$ cat src/rtl/core_clk_stepper_if.sv
// Board-side control and core-clock status bundle for core_clk_stepper.
// The master drives the switch/button/divider controls; the slave (stepper) returns the core clock status.
interface core_clk_stepper_if #(
  parameter int CNT_W = 32
);
  logic             mode_run;
  logic             step_btn;
  logic [3:0]       div_sel;
  logic             halt;
  logic             clk_core;
  logic             core_posedge;
  logic [CNT_W-1:0] cycle_count;
  logic [2:0]       state_dbg;

  modport master (
    output mode_run, step_btn, div_sel, halt,
    input  clk_core, core_posedge, cycle_count, state_dbg
  );

  modport slave (
    input  mode_run, step_btn, div_sel, halt,
    output clk_core, core_posedge, cycle_count, state_dbg
  );
endinterface

$ cat src/rtl/core_clk_stepper.sv
// Gated core clock generator: free-run divided clock or one debounced single step per button press.
// All outputs are registered in the clk domain; clk_core changes on the same edge as the FSM transition.
module core_clk_stepper #(
  parameter int DEBOUNCE_CYCLES = 1000000,
  parameter int SYNC_STAGES     = 2,
  parameter int CNT_W           = 32
) (
  input  logic               clk,
  input  logic               rstn,
  core_clk_stepper_if.slave  bus
);

  localparam int DB_W = $clog2(DEBOUNCE_CYCLES + 1);

  typedef enum logic [2:0] {
    IDLE    = 3'd0,
    RUN_HI  = 3'd1,
    RUN_LO  = 3'd2,
    STEP_HI = 3'd3,
    STEP_LO = 3'd4
  } state_e;

  logic [SYNC_STAGES-1:0] sync_q, sync_d;
  logic                   db_q, db_d;
  logic                   db_prev_q, db_prev_d;
  logic [DB_W-1:0]        db_cnt_q, db_cnt_d;
  state_e                 state_q, state_d;
  logic [15:0]            ph_cnt_q, ph_cnt_d;
  logic [15:0]            ph_lim_q, ph_lim_d;
  logic                   clk_core_q, clk_core_d;
  logic                   core_posedge_q, core_posedge_d;
  logic [CNT_W-1:0]       cycle_count_q, cycle_count_d;

  logic synced;
  logic step_req;
  logic phase_done;
  logic run_ok;

  // Synchroniser and debouncer: the level is accepted only after it differs for DEBOUNCE_CYCLES in a row.
  always_comb begin
    sync_d    = {sync_q[SYNC_STAGES-2:0], bus.step_btn};
    synced    = sync_q[SYNC_STAGES-1];
    db_d      = db_q;
    db_cnt_d  = '0;
    db_prev_d = db_q;
    if (synced != db_q) begin
      if (db_cnt_q == DB_W'(DEBOUNCE_CYCLES - 1)) begin
        db_d = synced;
      end else begin
        db_cnt_d = db_cnt_q + 1'b1;
      end
    end
    step_req = db_q & ~db_prev_q;
  end

  always_comb begin
    state_d    = state_q;
    phase_done = (ph_cnt_q == ph_lim_q);
    run_ok     = bus.mode_run & ~bus.halt;
    case (state_q)
      IDLE: begin
        if (run_ok) begin
          state_d = RUN_HI;
        end else if (step_req && !bus.mode_run) begin
          state_d = STEP_HI;
        end
      end
      RUN_HI:  if (phase_done) state_d = RUN_LO;
      RUN_LO:  if (phase_done) state_d = run_ok ? RUN_HI : IDLE;
      STEP_HI: if (phase_done) state_d = STEP_LO;
      STEP_LO: if (phase_done) state_d = IDLE;
      default: state_d = IDLE;
    endcase

    // div_sel is latched only when a new phase starts, so phases are never truncated or stretched.
    ph_lim_d = ph_lim_q;
    if (state_d != state_q) begin
      ph_cnt_d = '0;
      ph_lim_d = (16'd1 << bus.div_sel) - 16'd1;
    end else if (state_q == IDLE) begin
      ph_cnt_d = '0;
    end else begin
      ph_cnt_d = ph_cnt_q + 16'd1;
    end

    clk_core_d     = (state_d == RUN_HI) || (state_d == STEP_HI);
    core_posedge_d = clk_core_d & ~clk_core_q;
    cycle_count_d  = cycle_count_q + CNT_W'(core_posedge_d);
  end

  always_ff @(posedge clk) begin
    if (!rstn) begin
      sync_q         <= '0;
      db_q           <= 1'b0;
      db_prev_q      <= 1'b0;
      db_cnt_q       <= '0;
      state_q        <= IDLE;
      ph_cnt_q       <= '0;
      ph_lim_q       <= '0;
      clk_core_q     <= 1'b0;
      core_posedge_q <= 1'b0;
      cycle_count_q  <= '0;
    end else begin
      sync_q         <= sync_d;
      db_q           <= db_d;
      db_prev_q      <= db_prev_d;
      db_cnt_q       <= db_cnt_d;
      state_q        <= state_d;
      ph_cnt_q       <= ph_cnt_d;
      ph_lim_q       <= ph_lim_d;
      clk_core_q     <= clk_core_d;
      core_posedge_q <= core_posedge_d;
      cycle_count_q  <= cycle_count_d;
    end
  end

  assign bus.clk_core     = clk_core_q;
  assign bus.core_posedge = core_posedge_q;
  assign bus.cycle_count  = cycle_count_q;
  assign bus.state_dbg    = state_q;

endmodule
$ cat src/flat_wrapper.sv
// flat-port wrapper written by rule: the top's interface ports become plain ports
module core_clk_stepper_flat 
#(
  parameter int DEBOUNCE_CYCLES = 1000000,
  parameter int SYNC_STAGES     = 2,
  parameter int CNT_W           = 32
)
  (clk, rstn, bus_mode_run, bus_step_btn, bus_div_sel, bus_halt, bus_clk_core, bus_core_posedge, bus_cycle_count, bus_state_dbg);
  core_clk_stepper_if #(.CNT_W(CNT_W)) bus_i ();
  input  logic clk;
  input  logic rstn;
  input wire logic [$bits(bus_i.mode_run)-1:0] bus_mode_run;
  input wire logic [$bits(bus_i.step_btn)-1:0] bus_step_btn;
  input wire logic [$bits(bus_i.div_sel)-1:0] bus_div_sel;
  input wire logic [$bits(bus_i.halt)-1:0] bus_halt;
  output wire logic [$bits(bus_i.clk_core)-1:0] bus_clk_core;
  output wire logic [$bits(bus_i.core_posedge)-1:0] bus_core_posedge;
  output wire logic [$bits(bus_i.cycle_count)-1:0] bus_cycle_count;
  output wire logic [$bits(bus_i.state_dbg)-1:0] bus_state_dbg;
  assign bus_i.mode_run = bus_mode_run;
  assign bus_i.step_btn = bus_step_btn;
  assign bus_i.div_sel = bus_div_sel;
  assign bus_i.halt = bus_halt;
  assign bus_clk_core = bus_i.clk_core;
  assign bus_core_posedge = bus_i.core_posedge;
  assign bus_cycle_count = bus_i.cycle_count;
  assign bus_state_dbg = bus_i.state_dbg;
  core_clk_stepper #(.DEBOUNCE_CYCLES(DEBOUNCE_CYCLES), .SYNC_STAGES(SYNC_STAGES), .CNT_W(CNT_W)) u_core (.clk(clk), .rstn(rstn), .bus(bus_i));
endmodule
$ cat config.mk
export PLATFORM = sky130hd
export DESIGN_NAME = core_clk_stepper_flat
export DESIGN_NICKNAME = d
export VERILOG_FILES = /design/src/rtl/core_clk_stepper_if.sv /design/src/rtl/core_clk_stepper.sv /design/src/flat_wrapper.sv
export SDC_FILE = /design/constraint.sdc
export NUM_CORES = 1
export LEC_CHECK = 0
export ABC_AREA = 1
export BUFFER_PORTS_ARGS = -buffer_cell sky130_fd_sc_hd__buf_4
export CORE_MARGIN = 5
export CORE_UTILIZATION = 40
export CTS_CLUSTER_SIZE = 14
export DETAILED_ROUTE_END_ITERATION = 10
export PLACE_DENSITY = 0.66
export SLEW_MARGIN = 20
export SYNTH_ARGS = -nofsm -noshare
export SYNTH_HDL_FRONTEND = slang
export SYNTH_SLANG_ARGS = --single-unit
$ cat constraint.sdc
create_clock -name clk -period 4.1 [get_ports clk]
set_clock_uncertainty 0.15 [all_clocks]
set_input_delay 0.82 -clock clk [delete_from_list [all_inputs] [get_ports clk]]
set_output_delay 0.82 -clock clk [all_outputs]
set_load 0.03 [all_outputs]
[After elaboration in Yosys (flattened, before gate mapping)]
Cells that the tools add are included.
W data, S select, Z words.
Word-level totals
  input bits: 9
  register bits: 93
  logic and storage cells: 48
  output and inout port bits: 37
Operators by class
  bitwise operators: 8
  mux-type cells: 8
  add/sub/neg operators: 4
  shift-type cells: 1
  equality and inequality tests: 10
  reduce and logical (&&, ||, !) cells: 7
Operators by type and width (number)
  $add A32 B1 Y32: 1
  $add A20 B1 Y20 const B: 1
  $eq A20 B20 Y1 const B: 1
  $mux W3: 6
  $add A16 B1 Y16 const B: 1
  $eq A16 B16 Y1: 1
  $shl A1 B4 Y16 const A: 1
  $sub A16 B1 Y16 const B: 1
  $pmux W3 S5: 1
  $eq A3 B2 Y1 const B: 3
  $eq A3 B1 Y1 const B: 2
  $reduce_or A3 Y1: 2
  $not A1 Y1: 5
  $and A1 B1 Y1: 3
  $eq A3 B3 Y1 const B: 1
  $logic_not A3 Y1: 1
  $ne A3 B3 Y1: 1
  $reduce_and A2 Y1: 1
  $logic_and A1 B1 Y1: 1
  $logic_not A1 Y1: 1
  $logic_or A1 B1 Y1: 1
  $mux W1: 1
  $ne A1 B1 Y1: 1

[Longest topological paths before layout]
Gate-level depths: netlist of the first run.
  word-level depth: 10
  mapped depth: 25
  mapped depth without buffers: 25

[Worst setup path after synthesis of the first run]
OpenSTA, ideal clock, no wires.
  path type: input to register
  from: in bus_mode_run
  to: reg u_core.cycle_count_q[28] (netlist: u_core.bus.cycle_count[28])
  cell stages on the path: 22
  path buffers: 0
  setup time: 0.115 ns
  required time: 3.835 ns
  setup slack: 0.768 ns
  arrival time: 3.067 ns
  cells stage by stage: inv_1 > nor2_1 > inv_1 > nor4_1 > nand3_1 > nand3_2 > nand2_1 > inv_1 > ha_1 > ha_1 > nand2_1 > nor2_1 > inv_1 > nor2_1 > inv_1 > nor2_1 > nand3_1 > nor2_1 > nand2_1 > nor3_1 > a21oi_1 > o21a_1
Between the ends
  word-level cells in the longest chain between the ends: 9
  elaborated cells between the ends (all ways): 13
  classes of those cells: add/sub: 1; eq/ne: 2; mux: 5; bitwise: 2; reduce/logical: 3
RTL lines
  start, declared: line flat_wrapper.sv:12  | input wire logic [$bits(bus_i.mode_run)-1:0] bus_mode_run;
  $logic_not A1 Y1: line core_clk_stepper.sv:64  | end else if (step_req && !bus.mode_run) begin
  $logic_and A1 B1 Y1: line core_clk_stepper.sv:64
  $mux W3: line core_clk_stepper.sv:64
  $mux W3: line core_clk_stepper.sv:62  | if (run_ok) begin
  $pmux W3 S5 (*): line core_clk_stepper.sv:60  | case (state_q)
  $eq A3 B1 Y1 / $eq A3 B2 Y1 (equally long branches): line core_clk_stepper.sv:86  | clk_core_d = (state_d == RUN_HI) || (state_d == STEP_HI);
  $logic_or A1 B1 Y1 (*): line core_clk_stepper.sv:86
  $and A1 B1 Y1 (*): line core_clk_stepper.sv:87  | core_posedge_d = clk_core_d & ~clk_core_q;
  via u_core.core_posedge_d: line core_clk_stepper.sv:31  | logic core_posedge_q, core_posedge_d;
  $add A32 B1 Y32 (*): line core_clk_stepper.sv:88  | cycle_count_d = cycle_count_q + CNT_W'(core_posedge_d);
  end signal, assigned: line core_clk_stepper.sv:113  | cycle_count_q <= cycle_count_d;
  end, declared: line core_clk_stepper.sv:32  | logic [CNT_W-1:0] cycle_count_q, cycle_count_d;
Mark *: on every way through the listed nets, which the timed path passes. The rest lies on a longest branch.
A chain may end at the register's enable or synchronous reset.

[Worst setup path after layout of the first run]
  from: in bus_halt
  to: reg u_core.cycle_count_q[28] (netlist: u_core.bus.cycle_count[28])
Between the ends
  word-level cells in the longest chain between the ends: 9
  elaborated cells between the ends (all ways): 11
  classes of those cells: add/sub: 1; eq/ne: 2; mux: 4; bitwise: 3; reduce/logical: 1
RTL lines
  start, declared: line flat_wrapper.sv:15  | input wire logic [$bits(bus_i.halt)-1:0] bus_halt;
  $not A1 Y1 (*): line core_clk_stepper.sv:59  | run_ok = bus.mode_run & ~bus.halt;
  $and A1 B1 Y1 (*): line core_clk_stepper.sv:59
  $mux W1: line core_clk_stepper.sv:69  | RUN_LO: if (phase_done) state_d = run_ok ? RUN_HI : IDLE;
  $mux W3: line core_clk_stepper.sv:69
  $pmux W3 S5 (*): line core_clk_stepper.sv:60
  $eq A3 B1 Y1 / $eq A3 B2 Y1 (equally long branches): line core_clk_stepper.sv:86
  $logic_or A1 B1 Y1 (*): line core_clk_stepper.sv:86
  $and A1 B1 Y1 (*): line core_clk_stepper.sv:87
  via u_core.core_posedge_d: line core_clk_stepper.sv:31
  $add A32 B1 Y32 (*): line core_clk_stepper.sv:88
Marked as above.

==> results.cfg, run 1 <==
[status]
status = finished, final reports clean

[synth]
synth_top_area_share_pct = 39.65
synth_common_cells = nand2_1 (153), nor2_1 (120), inv_1 (96), dfxtp_1 (93), nand3_1 (30)
synth_seq_cells = 93
synthFlopType = dfxtp_1
synth_fp_nets = 696
synthArstFlopShare_pct = 0
syn_area_um2 = 4696
synth_area_leaders = dfxtp_1 (40%), nand2_1 (12%), nor2_1 (9.6%), inv_1 (7.7%), xor2_1 (3.9%)
yosysWarningCount = 0
ys_seq_area_share_pct = 39.65
synth_most_common_cell = nand2_1
yosysTopAreaCell = dfxtp_1
synth.avg_cell_area_um2 = 6.885
yosysUniqueCellTypes = 33
synth_edf_count = 0
syn_inst = 682

[critical_path]
crit_chain = buf_4 > nor2_1 > inv_1 > nor4_1 > nand3_1 > nand3_2 > nand2_1 > inv_1 > ha_1 > ha_1 > nand2_1 > nor2_1 > inv_1 > nor2_1 > inv_1 > nor2_1 > nand3_1 > nor2_1 > nand2_1 > nor3_1 > a21oi_1 > o21a_1
critPathTopFamily = simple AND/OR/NAND/NOR gates
slowest_stage = nor3_1
arrival_ns = 3.52
path_common_cell = nor2_1
crit_required_ns = 4.18
endpoint_kind = register
worst-path-buf-inv = 5
cpPeakStageDelay_ns = 0.22
path_max_fanout = 5
critPathKind = input port to register
start_kind = input port

[detailed_routing]
ant_nets = 0
dr.pass1.iters = 4
vias = 4144
wire_per_inst_um = 11.22
drc = 0
via_per_inst = 4.752
wirelength_mm = 9.787
drtIter0Drc = 358

[finish]
stdcell_count = 872
n_antenna_cell = 0
seqCellArea_um2 = 1862
fin_nets = 741
area_growth_pct = 15.83
n_fill_cell = 1132
multi_input_area_um2 = 2371
drive_above_1_share_pct = 11.80
final_util_pct = 47.43
design_area_um2 = 5439

[timing]
hold_viol = 0
timing.fmax_ghz = 0.2909
tightest_slew_ns = 0.7720
final.setup.worst_slack_ns = 0.6622
post-route-period-util_pct = 83.85
min_period_ns = 3.438
relSlewSlack_pct = 48.39
finalSetupViolCount = 0
slew_violations = 0
tns_ns = 0
rsz0062_at_grt = false

[run]
cap_violations = 0

[clocking]
hold_buffers = 0
ctsResizeCount = 0
cts_setup_buffers = 0
cts_root_buf = clkbuf_16
cts_tree = built
clkSinkCount = 93
clk_path_buf_depth = 2
clk_pin_slew_ns = 0.06
clk_latency_ns = 0.33
cts_max_level = 3
numCtsBuffers = 9

[floorplanning]
num_io_pins = 46
start_util_pct = 40.95
fp.dieW_um = 118.4
die_y_um = 118.4
num_rows = 39
die_area_um2 = 14010
core_area_um2 = 11470

[power_and_ir_drop]
vdd_drop_max_uv = 213.9
p_leak_nw = 2.244
p_per_area_nw_per_um2 = 486.6

[place]
gp_congestion = 0.8326
dp.cells = 859
place_ws_ns = 0.2922
dp_hpwl_mm = 7.348
numPortBuffers = 45
post_dp_cell_area_um2 = 5136

[global_routing]
grt_antenna_before_repair = 0
overflow = 0
grt.total_usage_pct = 14.41
grt_pass1_vias = 3811
grt_start_max_net_pins = 34
grt_pass1_wl_mm = 17.03

[hold_path]
hp-class = register to register
==> worst reg2reg max path, delay by kind of cell (launching register included) <==
| kind | cells | cell delay [ns] |
|---|---|---|
| and+or+nand+nor | 16 | 1.96 |
| DFF | 1 | 0.39 |
| adders and majority gates | 2 | 0.31 |
| buffers and inverters | 4 | 0.25 |
| AOI/OAI and AO/OA | 2 | 0.22 |
==> power by group <==
part           internal [mW]  total (mW)  switching, mW
registers               1.01        1.08         0.0788
clock network          0.541       0.858          0.317
logic                  0.232       0.705          0.472
total                   1.78        2.65          0.868
==> worst paths after layout <==
check                                   startpoint                          to  slack [ns]  depth (start not counted)
worst max register to register  u_core.ph_cnt_q[0]  u_core.bus.cycle_count[28]        0.72                         24
worst min register to register    u_core.sync_q[0]            u_core.sync_q[1]        0.28                          2
worst min-delay path              u_core.sync_q[0]            u_core.sync_q[1]        0.28                          2
worst max-delay path                      bus_halt  u_core.bus.cycle_count[28]        0.66                         22
==> cell families (layout without fill, tap and decap cells) <==
logic type,after synthesis,in the layout,share of synthesized area [%]
xor+xnor,25,25,4.663
simple gates,380,380,36.80
compound gates,65,65,7.701
fa+ha+maj,5,5,1.332
buf+inv,114,161,9.858
flops,93,93,39.65
==> cell usage in the layout, fill, tap and decap left out, drive strengths merged, types with 21 or more instances in the layout <==
cell   count
inv      102
nand2    158
nand3     31
nor2     133
o21ai     23
a21oi     29
dfxtp     93
xor2      21
buf       45
nor3      28
==> metrics by stage <==
step / total power [mW] / hold slack (ns)
finish: 2.647 / 0.2780
detailed placement: 1.816 / 0.2682
CTS: 2.687 / 0.2823
global route: 2.851 / 0.3163
global placement: 1.807 / 0.2728
floorplan: 1.687 / 0.2405
==> layout make-up <==
| class | count | area share, % |
|---|---|---|
| clock inverter | 2 | 1.104 |
| timing repair buffer | 45 | 6.211 |
| sequential | 93 | 34.23 |
| inverter | 103 | 7.108 |
| tap | 143 | 3.290 |
| multi-input combinational | 475 | 43.59 |
| clock buffer | 11 | 4.463 |
==> metal layers <==
| metal | vias to the layer above | global-route usage [%] | wire length (um) |
|---|---|---|---|
| met2 | 85 | 23.42 | 4466 |
| met4 | 0 | 5.591 | 132 |
| met1 | 1819 | 18.72 | 4691 |
| met3 | 8 | 3.104 | 496 |
| met5 | - | 0 | 0 |
| li1 | 2232 | - | - |
==> state kept, by name (all words and copies together), names as in the netlist <==
name / cells
u_core.bus.cycle_count: 32
u_core.db_cnt_q: 20
u_core.ph_cnt_q: 16
u_core.ph_lim_q: 16
u_core.bus.state_dbg: 3
u_core.sync_q: 2
u_core.bus.clk_core: 1
u_core.bus.core_posedge: 1
u_core.db_prev_d: 1
u_core.db_prev_q: 1
(Power assumes the default switching activity.)
==> run 2, diff against run 1 <==
ABC_AREA = 0   (was 1)
PLACE_DENSITY = 0.68   (was 0.66)
clock period = 3.1 ns   (was 4.1 ns; I/O delays follow)
==> run 2 against run 1 <==
  * Area after synthesis decreased by 6.8%
  * Core utilization increased by 1.8 points
  * Total power increased by 0.36%
  * Critical path depth decreased by 10
  * Sequential power increased by 20%
  * Critical path type is now register to register
  * Critical endpoint is now u_core.bus.cycle_count[15]
  * Largest cell class unchanged
==> results.cfg, run 2 <==
[detailed_routing]
drtIter0Drc = 153
drc = 0
vias = 3565
ant_nets = 0
via_per_inst = 5.197
dr.pass1.iters = 4
wire_per_inst_um = 13.66
wirelength_mm = 9.370

[synth]
synthFlopType = dfxtp_1
ys_seq_area_share_pct = 42.54
synth_area_leaders = dfxtp_1 (43%), xnor2_1 (8.0%), xor2_1 (7.2%), nor2_1 (6.2%), nand4_1 (3.3%)
synth_compound_area_share_pct = 7.204
synthMuxAreaShare_pct = 1.630
synth_top_area_share_pct = 42.54
synth.avg_cell_area_um2 = 9.043
synthArstFlopShare_pct = 0
yosysWarningCount = 0
yosysTopAreaCell = dfxtp_1
synth-simple-area-share_pct = 27.87
synth_top_family_by_area = simple AND/OR/NAND/NOR gates
yosys.area_share.adder_pct = 1.429
synth_common_cells = dfxtp_1 (93), nor2_1 (72), xnor2_1 (40), xor2_1 (36), nand2_1 (30)
yosysUniqueCellTypes = 47
syn_inst = 484
synth-xor-area-share_pct = 15.58
syn_area_um2 = 4377
synth_seq_cells = 93
synth_fp_nets = 498
synth_most_common_cell = dfxtp_1
synth_edf_count = 0

[power_and_ir_drop]
p_per_area_nw_per_um2 = 499.7
fin_total_pwr_mw = 2.656
p_leak_nw = 1.879
vdd_drop_max_uv = 316.5

[finish]
drive_above_1_share_pct = 23.63
final_cell_mix = dfxtp_1 (83), nor2_1 (72), buf_4 (68)
n_antenna_cell = 0
largest_register_ffs = 32
mostFrequentLayoutCell = dfxtp_1
area_growth_pct = 21.47
fin_nets = 555
design_area_um2 = 5316

[place]
gp_congestion = 0.8152
dp_hpwl_mm = 6.652
post_dp_cell_area_um2 = 4965
numPortBuffers = 45

[critical_path]
critPathKind = register to register
crit_chain = xnor2_2 > nand4_2 > nor4_4 > mux2_4 > nor3_4 > ha_2 > and3_4 > nand4_1 > buf_6 > buf_4 > or3_4 > a21oi_2
slowest_stage = dfxtp_1
endpoint_kind = register
critPathTopFamily = simple AND/OR/NAND/NOR gates
path_max_fanout = 8
r2r_start = u_core.ph_lim_q[8]
worst-path-buf-inv = 2
r2r_end = u_core.bus.cycle_count[15]
cpPeakStageDelay_ns = 0.40
reg2reg_setup_slack_ns = 0.14
crit_required_ns = 3.25
start_kind = register
arrival_ns = 3.12
rr_worst_depth = 12

[hold_path]
worstHoldStart = bus_step_btn
hp-class = input port to register
min_to = u_core.sync_q[0]
holdPathStages = 2

[clocking]
cts_tree = built
cts_max_level = 3
cts_root_buf = clkbuf_8
clkSinkCount = 93
numCtsBuffers = 9
clk_pin_slew_ns = 0.10
clk_latency_ns = 0.37
hold_buffers = 0
clk_path_buf_depth = 2

[floorplanning]
die_y_um = 114.6
core_area_um2 = 10790
start_util_pct = 40.55
fp.dieW_um = 114.6
die_area_um2 = 13130
num_rows = 38
num_io_pins = 46

[timing]
relSlewSlack_pct = 56.81
timing.fmax_ghz = 0.3374
tightest_slew_ns = 0.6478
hold_viol = 0
min_period_ns = 2.964
finalSetupViolCount = 0
rsz0062_at_grt = true
slew_violations = 0
post-route-period-util_pct = 95.61

[global_routing]
grt_pass1_wl_mm = 16.04
grt_antenna_before_repair = 0
overflow = 0
grt_pass1_vias = 3394
grt_start_max_net_pins = 33
grt.total_usage_pct = 14.97

[status]
status = finished, final reports clean

[run]
cap_violations = 0
==> run 2: worst max-delay path by stage <==
stage / from / endpoint / slack (ns) / cells after the start
after floorplan: bus_mode_run / u_core.bus.cycle_count[17] / 0.02 / 12
after CTS: u_core.ph_lim_q[4] / u_core.bus.cycle_count[15] / 0.003 / 12
final: u_core.ph_lim_q[8] / u_core.bus.cycle_count[15] / 0.14 / 12
after detailed placement: bus_mode_run / u_core.bus.cycle_count[15] / -0.14 / 13
after global placement: bus_mode_run / u_core.bus.cycle_count[27] / -0.09 / 13
after global routing: u_core.ph_cnt_q[1] / u_core.bus.cycle_count[29] / -0.03 / 12
==> run 2: per-layer routing <==
layer | GRT usage [%] | vias up | wire [um]
met2 | 24.21 | 43 | 4492
met3 | 4.070 | 6 | 334
met4 | 5.226 | 0 | 74
met5 | 0 | - | 0
li1 | - | 1812 | -
met1 | 19.18 | 1704 | 4467
==> run 2: power breakdown <==
part	switching (mW)	internal (mW)	leakage [nW]
Sequential	0.0523	1.25	0.758
Combinational	0.234	0.186	1.00
Clock	0.434	0.503	0.117
Total	0.720	1.94	1.88
==> run 2: cell type report <==
type / instances / area, um2
fill: 1003 / 5477
multi-input combinational: 359 / 2460
sequential: 93 / 1877
timing repair buffer: 70 / 541.8
tap: 140 / 175.2
clock buffer: 12 / 155.1
clock inverter: 4 / 77.57
inverter: 8 / 30.03
==> run 2: repair_timing <==
| item | CTS | global route |
|---|---|---|
| gates resized for setup | 0 | 25 |
| buffers inserted | 0 | 2 |
| setup endpoints to repair | 0 | 10 |
==> run 2: cells by family (layout without fill, tap and decap cells) <==
family / Yosys count / after routing
simple gates: 224 / 224
flops: 93 / 93
xor+xnor: 77 / 77
compound gates: 46 / 46
buf+inv: 32 / 94
mux: 7 / 7
fa+ha+maj: 5 / 5
==> run 2: through the flow <==
stage	util, %	hold WS, ns	worst slack, ns	instances	setup TNS (ns)
5_1_grt	49.26	0.2725	-0.03362	686	-0.1118
6_report	49.26	0.2988	0.1360	686	0
3_3_place_gp	46.00	0.2761	-0.08505	668	-0.5351
3_5_place_dp	46.00	0.2928	-0.1446	668	-0.9530
4_1_cts	48.16	0.2785	0.003249	684	0
2_1_floorplan	-	0.2619	0.01563	484	0
